<file path="src/rtl/kex_sparse_packer.sv">
// Dense-to-sparse KEX weight packer: keeps up to Nnp nonzeros per Npar-channel group as (weight,pos) pairs.
// Optional KEX_PACK_STATS_EN adds nnz_count / drop_count statistics outputs.
module kex_sparse_packer #(
   parameter int WG_W       = 16,
   parameter int Npar       = 8,
   parameter int Nnp        = 4,
   parameter int KEX_N_ELEM = 4096
) (
   input  logic                          clk,
   input  logic                          rst,
   input  logic                          start,
   input  logic [10:0]                   Nif,
   input  logic [10:0]                   Nk,
   input  logic                          in_valid,
   input  logic [WG_W-1:0]               in_data,
   output logic                          in_ready,
   output logic [$clog2(KEX_N_ELEM)-1:0] kex_addr,
   output logic [WG_W-1:0]               kex_data,
   output logic [$clog2(Npar)-1:0]       kex_pos,
   output logic                          kex_write,
   output logic                          finish,
   output logic                          overflow
`ifdef KEX_PACK_STATS_EN
   ,
   output logic [$clog2(KEX_N_ELEM):0]   nnz_count,
   output logic [15:0]                   drop_count
`endif
);

   localparam int AW = $clog2(KEX_N_ELEM);
   localparam int PW = $clog2(Npar);
   localparam int RW = $clog2(Npar + 1);
   localparam int EW = $clog2(Nnp + 1);

   typedef enum logic [1:0] {S_IDLE, S_COLLECT, S_EMIT, S_FINISHED} state_t;

   state_t            state_q, state_d;
   logic [10:0]       nif_q, nif_d, nk_q, nk_d;
   logic [10:0]       ch_q, ch_d, kern_q, kern_d;
   logic [RW-1:0]     r_q, r_d, g_q, g_d;
   logic [EW-1:0]     em_q, em_d;
   logic [Npar-1:0]   mask_q, mask_d;
   logic [WG_W-1:0]   wbuf_q [Npar];
   logic [WG_W-1:0]   wbuf_d [Npar];
   logic [AW-1:0]     addr_q, addr_d;
   logic [AW-1:0]     kex_addr_q, kex_addr_d;
   logic [WG_W-1:0]   kex_data_q, kex_data_d;
   logic [PW-1:0]     kex_pos_q, kex_pos_d;
   logic              kex_write_q, kex_write_d;
   logic              finish_q, finish_d;
   logic              overflow_q, overflow_d;
   logic [PW-1:0]     sel_j;
   logic              sel_vld;
   logic [RW-1:0]     left_n;
`ifdef KEX_PACK_STATS_EN
   logic [AW:0]       nnz_q, nnz_d;
   logic [15:0]       drop_q, drop_d;
   logic [16:0]       drop_sum;
`endif

   // Lowest set bit of the nonzero mask picks the next entry to emit.
   always_comb begin
      sel_j = '0;
      for (int i = Npar - 1; i >= 0; i--) begin
         if (mask_q[i]) sel_j = PW'(i);
      end
      sel_vld = |mask_q;
   end

   always_comb begin
      state_d     = state_q;
      nif_d       = nif_q;
      nk_d        = nk_q;
      ch_d        = ch_q;
      kern_d      = kern_q;
      r_d         = r_q;
      g_d         = g_q;
      em_d        = em_q;
      mask_d      = mask_q;
      wbuf_d      = wbuf_q;
      addr_d      = addr_q;
      kex_addr_d  = kex_addr_q;
      kex_data_d  = kex_data_q;
      kex_pos_d   = kex_pos_q;
      kex_write_d = 1'b0;
      finish_d    = 1'b0;
      overflow_d  = overflow_q;
      left_n      = '0;
`ifdef KEX_PACK_STATS_EN
      nnz_d       = nnz_q;
      drop_d      = drop_q;
      drop_sum    = '0;
`endif
      case (state_q)
         S_IDLE: begin
            if (start) begin
               nif_d      = Nif;
               nk_d       = Nk;
               ch_d       = '0;
               kern_d     = '0;
               r_d        = '0;
               mask_d     = '0;
               wbuf_d     = '{default: '0};
               addr_d     = '0;
               kex_addr_d = '0;
               overflow_d = 1'b0;
`ifdef KEX_PACK_STATS_EN
               nnz_d      = '0;
               drop_d     = '0;
`endif
               state_d    = (Nif == 11'd0 || Nk == 11'd0) ? S_FINISHED : S_COLLECT;
            end
         end
         S_COLLECT: begin
            if (in_valid) begin
               wbuf_d[r_q[PW-1:0]] = in_data;
               mask_d[r_q[PW-1:0]] = (in_data != '0);
               r_d  = r_q + RW'(1);
               ch_d = ch_q + 11'd1;
               g_d  = r_q + RW'(1);
               if (r_q + RW'(1) == RW'(Npar) || ch_q + 11'd1 == nif_q) begin
                  em_d    = '0;
                  state_d = S_EMIT;
               end
            end
         end
         S_EMIT: begin
            kex_write_d = 1'b1;
            kex_addr_d  = addr_q;
            addr_d      = addr_q + AW'(1);
            em_d        = em_q + EW'(1);
            if (sel_vld) begin
               kex_data_d     = wbuf_q[sel_j];
               // Short tail groups sit at the top of the reader's shift register.
               kex_pos_d      = PW'(Npar - int'(g_q) + int'(sel_j));
               mask_d[sel_j]  = 1'b0;
`ifdef KEX_PACK_STATS_EN
               nnz_d          = nnz_q + (AW + 1)'(1);
`endif
            end else begin
               kex_data_d = '0;
               kex_pos_d  = '0;
            end
            if (em_q == EW'(Nnp - 1)) begin
               for (int i = 0; i < Npar; i++) begin
                  left_n = left_n + RW'(mask_d[i]);
               end
               if (mask_d != '0) overflow_d = 1'b1;
`ifdef KEX_PACK_STATS_EN
               drop_sum = {1'b0, drop_q} + 17'(left_n);
               drop_d   = drop_sum[16] ? 16'hFFFF : drop_sum[15:0];
`endif
               mask_d = '0;
               r_d    = '0;
               if (ch_q == nif_q) begin
                  if (kern_q + 11'd1 == nk_q) begin
                     state_d = S_FINISHED;
                  end else begin
                     kern_d  = kern_q + 11'd1;
                     ch_d    = '0;
                     state_d = S_COLLECT;
                  end
               end else begin
                  state_d = S_COLLECT;
               end
            end
         end
         S_FINISHED: begin
            finish_d = 1'b1;
            state_d  = S_IDLE;
         end
         default: state_d = S_IDLE;
      endcase
   end

   always_ff @(posedge clk) begin
      if (rst) begin
         state_q     <= S_IDLE;
         nif_q       <= '0;
         nk_q        <= '0;
         ch_q        <= '0;
         kern_q      <= '0;
         r_q         <= '0;
         g_q         <= '0;
         em_q        <= '0;
         mask_q      <= '0;
         wbuf_q      <= '{default: '0};
         addr_q      <= '0;
         kex_addr_q  <= '0;
         kex_data_q  <= '0;
         kex_pos_q   <= '0;
         kex_write_q <= 1'b0;
         finish_q    <= 1'b0;
         overflow_q  <= 1'b0;
`ifdef KEX_PACK_STATS_EN
         nnz_q       <= '0;
         drop_q      <= '0;
`endif
      end else begin
         state_q     <= state_d;
         nif_q       <= nif_d;
         nk_q        <= nk_d;
         ch_q        <= ch_d;
         kern_q      <= kern_d;
         r_q         <= r_d;
         g_q         <= g_d;
         em_q        <= em_d;
         mask_q      <= mask_d;
         wbuf_q      <= wbuf_d;
         addr_q      <= addr_d;
         kex_addr_q  <= kex_addr_d;
         kex_data_q  <= kex_data_d;
         kex_pos_q   <= kex_pos_d;
         kex_write_q <= kex_write_d;
         finish_q    <= finish_d;
         overflow_q  <= overflow_d;
`ifdef KEX_PACK_STATS_EN
         nnz_q       <= nnz_d;
         drop_q      <= drop_d;
`endif
      end
   end

   assign in_ready  = (state_q == S_COLLECT);
   assign kex_addr  = kex_addr_q;
   assign kex_data  = kex_data_q;
   assign kex_pos   = kex_pos_q;
   assign kex_write = kex_write_q;
   assign finish    = finish_q;
   assign overflow  = overflow_q;
`ifdef KEX_PACK_STATS_EN
   assign nnz_count  = nnz_q;
   assign drop_count = drop_q;
`endif

endmodule

</file>
<file path="config.mk">
export PLATFORM = sky130hd
export DESIGN_NAME = kex_sparse_packer
export DESIGN_NICKNAME = d
export VERILOG_FILES = /design/src/rtl/kex_sparse_packer.sv
export SDC_FILE = /design/constraint.sdc
export NUM_CORES = 1
export LEC_CHECK = 0
export ABC_CLOCK_PERIOD_IN_PS = 3300
export CAP_MARGIN = 10
export CORE_UTILIZATION = 45
export CTS_CLUSTER_DIAMETER = 40
export DETAILED_ROUTE_END_ITERATION = 8
export GPL_TIMING_DRIVEN = 0
export SLEW_MARGIN = 20
export SYNTH_ARGS = -nofsm -noshare
export SYNTH_HDL_FRONTEND = slang
export SYNTH_SLANG_ARGS = --single-unit
</file>
<file path="constraint.sdc">
create_clock -name clk -period 3.3 [get_ports clk]
set_input_delay 0.825 -clock clk [delete_from_list [all_inputs] [get_ports clk]]
set_output_delay 0.825 -clock clk [all_outputs]
set_load 0.01 [all_outputs]
</file>
==> impl_results.md <==
- H-tree depth: 2
- Yosys warns: 0
- Most frequent cell after synthesis: dfxtp_1
- Die Height: between 150 and 200 um
- Endpoints failing hold: 0
- Max cap viols: 0
- Hold WC Path Type: reg -> reg
- Die span in x: ~160 um
- Critical path arrival: between 3000 and 4000 ps
- Skew final: ~18 ps
- DRC viols: 0
- Core area: 23800 um2
- Area Overhead vs Synth: 23.7%
- Die Footprint: approximately 25000 um2
- Max Fclk: 331 MHz
- Fraction of registers with async set/reset: 0%
- Area taken by multi-input logic gates: around 5700 um2
- Fin cells: between 1500 and 2000
- Vias/cell: about 5.9
- Final net count: between 1500 and 2000
- Post-route ant nets: 0
- Synthesized Nets: around 1400
- Pre-antenna DRT Iters: 5
- CP Class: in -> reg
- Port bufs: 75
- Worst R2R End: ch_q[4]$_SDFFE_PP0P_
- Worst skew pair latency: approximately 510 ps
- Crit. End Element: register
- Max Root-Sink Buffers: 3
- Clock transition at path regs: 60 ps
- #FFs+latches synth: about 240
- Outcome: complete, no violations
- Minimum clock period: slightly above 3000 ps
- Mapped Area: ~11000 um2
- Routability cong.: 0.858
- Static Leak: 4.83 nW
- Number of global-route vias before repair: between 10000 and 15000
- Final Util: 57.5%
- Mean post-synth cell area: roughly 8.3 um2
- Worst Reg-to-Reg Cells: 9
- Global route overflow: 0
- Post-cts hold buffer count: 0
- Yosys top cell by area: dfxtp_1
- Min-Delay Endpoint: overflow$_SDFFE_PP0P_
- Top cells by area, synth: dfxtp_1 (43%), a22oi_1 (9.2%), nor2_1 (7.0%)
- VDD IR-drop max: ~0.00042 V
- Worst path cell trace: clkdlybuf4s50_1 > nand2b_1 > o21ai_0 > nor2_2 > buf_4 > buf_12 > o21ai_1 > clkbuf_1 > a22oi_1 > nor2_1
- Yosys top cell area share: between 40% and 50%
- CTS buffer count: 39
- Worst setup SP type: primary input
- Clock tree sinks: around 240
- Power per standard cell area: 710 nW/um2
- Via count: about 11000
- Critical R2R Launch: kern_q[0]$_SDFFE_PP0P_
- Register area: roughly 4800 um2
- Rows: 56
- Fin crit share: 91.7%
- Post-Syn Instances: about 1300
- Max_slew headroom: between 20% and 30%
- Max stage delay cell, worst path: clkdlybuf4s50_1
- CP max stage delay: between 500 and 600 ps
- Worst hold slack: approximately 470 ps
- Slew Viols, Final: 0
- Routed WL per cell: around 20 um
- TritonCTS clock tree: built
- Least-Margin Pin Slew: roughly 1100 ps
- RSZ-0062 raised after global routing: no
- Crit-path max FO: 10
- Final Power: 9.69 mW
- WHS Path Cells: 2
- I/O Pins: 77
- Largest net degree at the start of global routing: 14
- Final HPWL DP: about 25000 um
- Setup slack, reg-to-reg: 280 ps
- Dpl cells: 1728
- Most instantiated cells after synthesis: dfxtp_1 (238), nor2_1 (206), a22oi_1 (135)
- Post-synth EDFFs: 0
- Initial Utilization: 46.4%
- WL final: 36100 um
- CP required: ~3700 ps
- Min-Delay Startpoint: overflow$_SDFFE_PP0P_
- GRT Total Usage: 28.9%
- Share of layout cells above drive strength 1: 9.56%
- Starting DRT DRC Count: 813
- Post-synth cell types: between 70 and 80
- Initial antenna violation count: 0
- First-pass GRT wire length: 55400 um
- Diode count: 0
- Sequential fraction of the synthesis area: 43.2%
- Clock Tree Root: clkbuf_16
- Ys flop type: dfxtp_1
- Layout filler cell count: between 2000 and 2500
- Setup violators final: 0
what timing repair did:
item	CTS	global route
setup buffers	0	6
gates resized for setup	1	4
pin swaps	0	3
endpoints found under the setup margin	17	27
critical path, delay by kind of cell:
family	cells	cell delay, ps
compound gates	3	810
buf+inv	4	1170
simple gates	3	600
flip-flops by register name, indices dropped and copies added, names as in the netlist, 2 cells and up:
register / flops
addr_q: 12
nk_q: 11
nif_q: 11
kex_pos: 3
state_q: 2
ch_q: 11
kern_q: 11
wbuf_q: 128
mask_q: 8
r_q: 4
g_q: 3
kex_data: 16
em_q: 3
kex_addr: 12
final cells by class:
type / instances / area share (%)
plain buffers: 116 / 3.66
clock buffers: 45 / 7.92
clock inverters: 25 / 2.22
inverters: 15 / 0.412
multi-input cells: 965 / 42.1
flip-flops and latches: 238 / 34.9
well taps: 319 / 2.92
repair buffers: 81 / 5.92
power by group:
part           internal, mW  switching (mW)  leakage, nW
registers              2.99           0.102         1.92
clock network          2.77            1.51        0.670
logic                 0.670            1.65         2.24
layer usage:
metal  vias to the layer above  track usage, %  routed length [um]
li1                       5097               -                   -
met5                         -               0                   0
met2                       359            47.1               16600
met1                      5059            38.0               16100
met4                         0            11.7                1220
met3                        73            4.84                2150
logic make-up (layout without fill, tap and decap cells):
family,after synthesis,after routing,share of synthesized area (%)
DFF,238,238,43.2
and+or+nand+nor,474,474,19.5
adders and majority gates,12,12,1.41
xor gates and xnor gates,35,35,2.78
AOI/OAI and AO/OA,423,423,26.0
buffers and inverters,131,282,5.02
muxes,21,21,2.09
per-stage QoR:
| stage | setup TNS [ps] | worst slack [ps] | instance area, um2 |
|---|---|---|---|
| after floorplan | 0 | 749 | 11000 |
| after global placement | -42870 | -525 | 12200 |
| after detailed placement | -48840 | -583 | 12200 |
| after CTS | 0 | 75.4 | 13600 |
| after global routing | 0 | 35.8 | 13700 |
| final | 0 | 275 | 13700 |
cell usage in the layout, fill, tap and decap left out, drive strengths merged, types with 5 or more instances in the layout:
cell,Yosys,final
ha,10,10
nor2b,5,5
a211oi,6,6
dfxtp,238,238
o31ai,9,9
nor3b,5,5
a21oi,65,65
buf,14,20
nand2b,7,7
a31oi,5,5
or3,12,12
mux2i,5,5
and3,22,22
nor3,19,19
nand3,34,34
clkinvlp,0,5
a22o,29,29
a22oi,135,135
clkbuf,102,147
bufinv,0,5
nor2,206,206
xnor2,21,21
o22ai,33,33
inv,14,20
nor4,13,13
o21ai,91,91
o211ai,20,20
mux2,16,16
clkdlybuf4s50,0,75
nand2,116,116
xor2,14,14
nand4,10,10
clkinv,1,10
how the worst max path moves through the flow:
stage / slack, ps / end / startpoint
finish: 280 / wbuf_q[74]$_SDFFE_PP0P_ / start
global route: 40 / ch_q[6]$_SDFFE_PP0P_ / kern_q[0]$_SDFFE_PP0P_
CTS: 80 / ch_q[4]$_SDFFE_PP0P_ / start
detailed placement: -580 / wbuf_q[44]$_SDFFE_PP0P_ / start
global placement: -520 / wbuf_q[44]$_SDFFE_PP0P_ / start
floorplan: 750 / ch_q[4]$_SDFFE_PP0P_ / kern_q[0]$_SDFFE_PP0P_
Power figures use the tool's default switching activity.
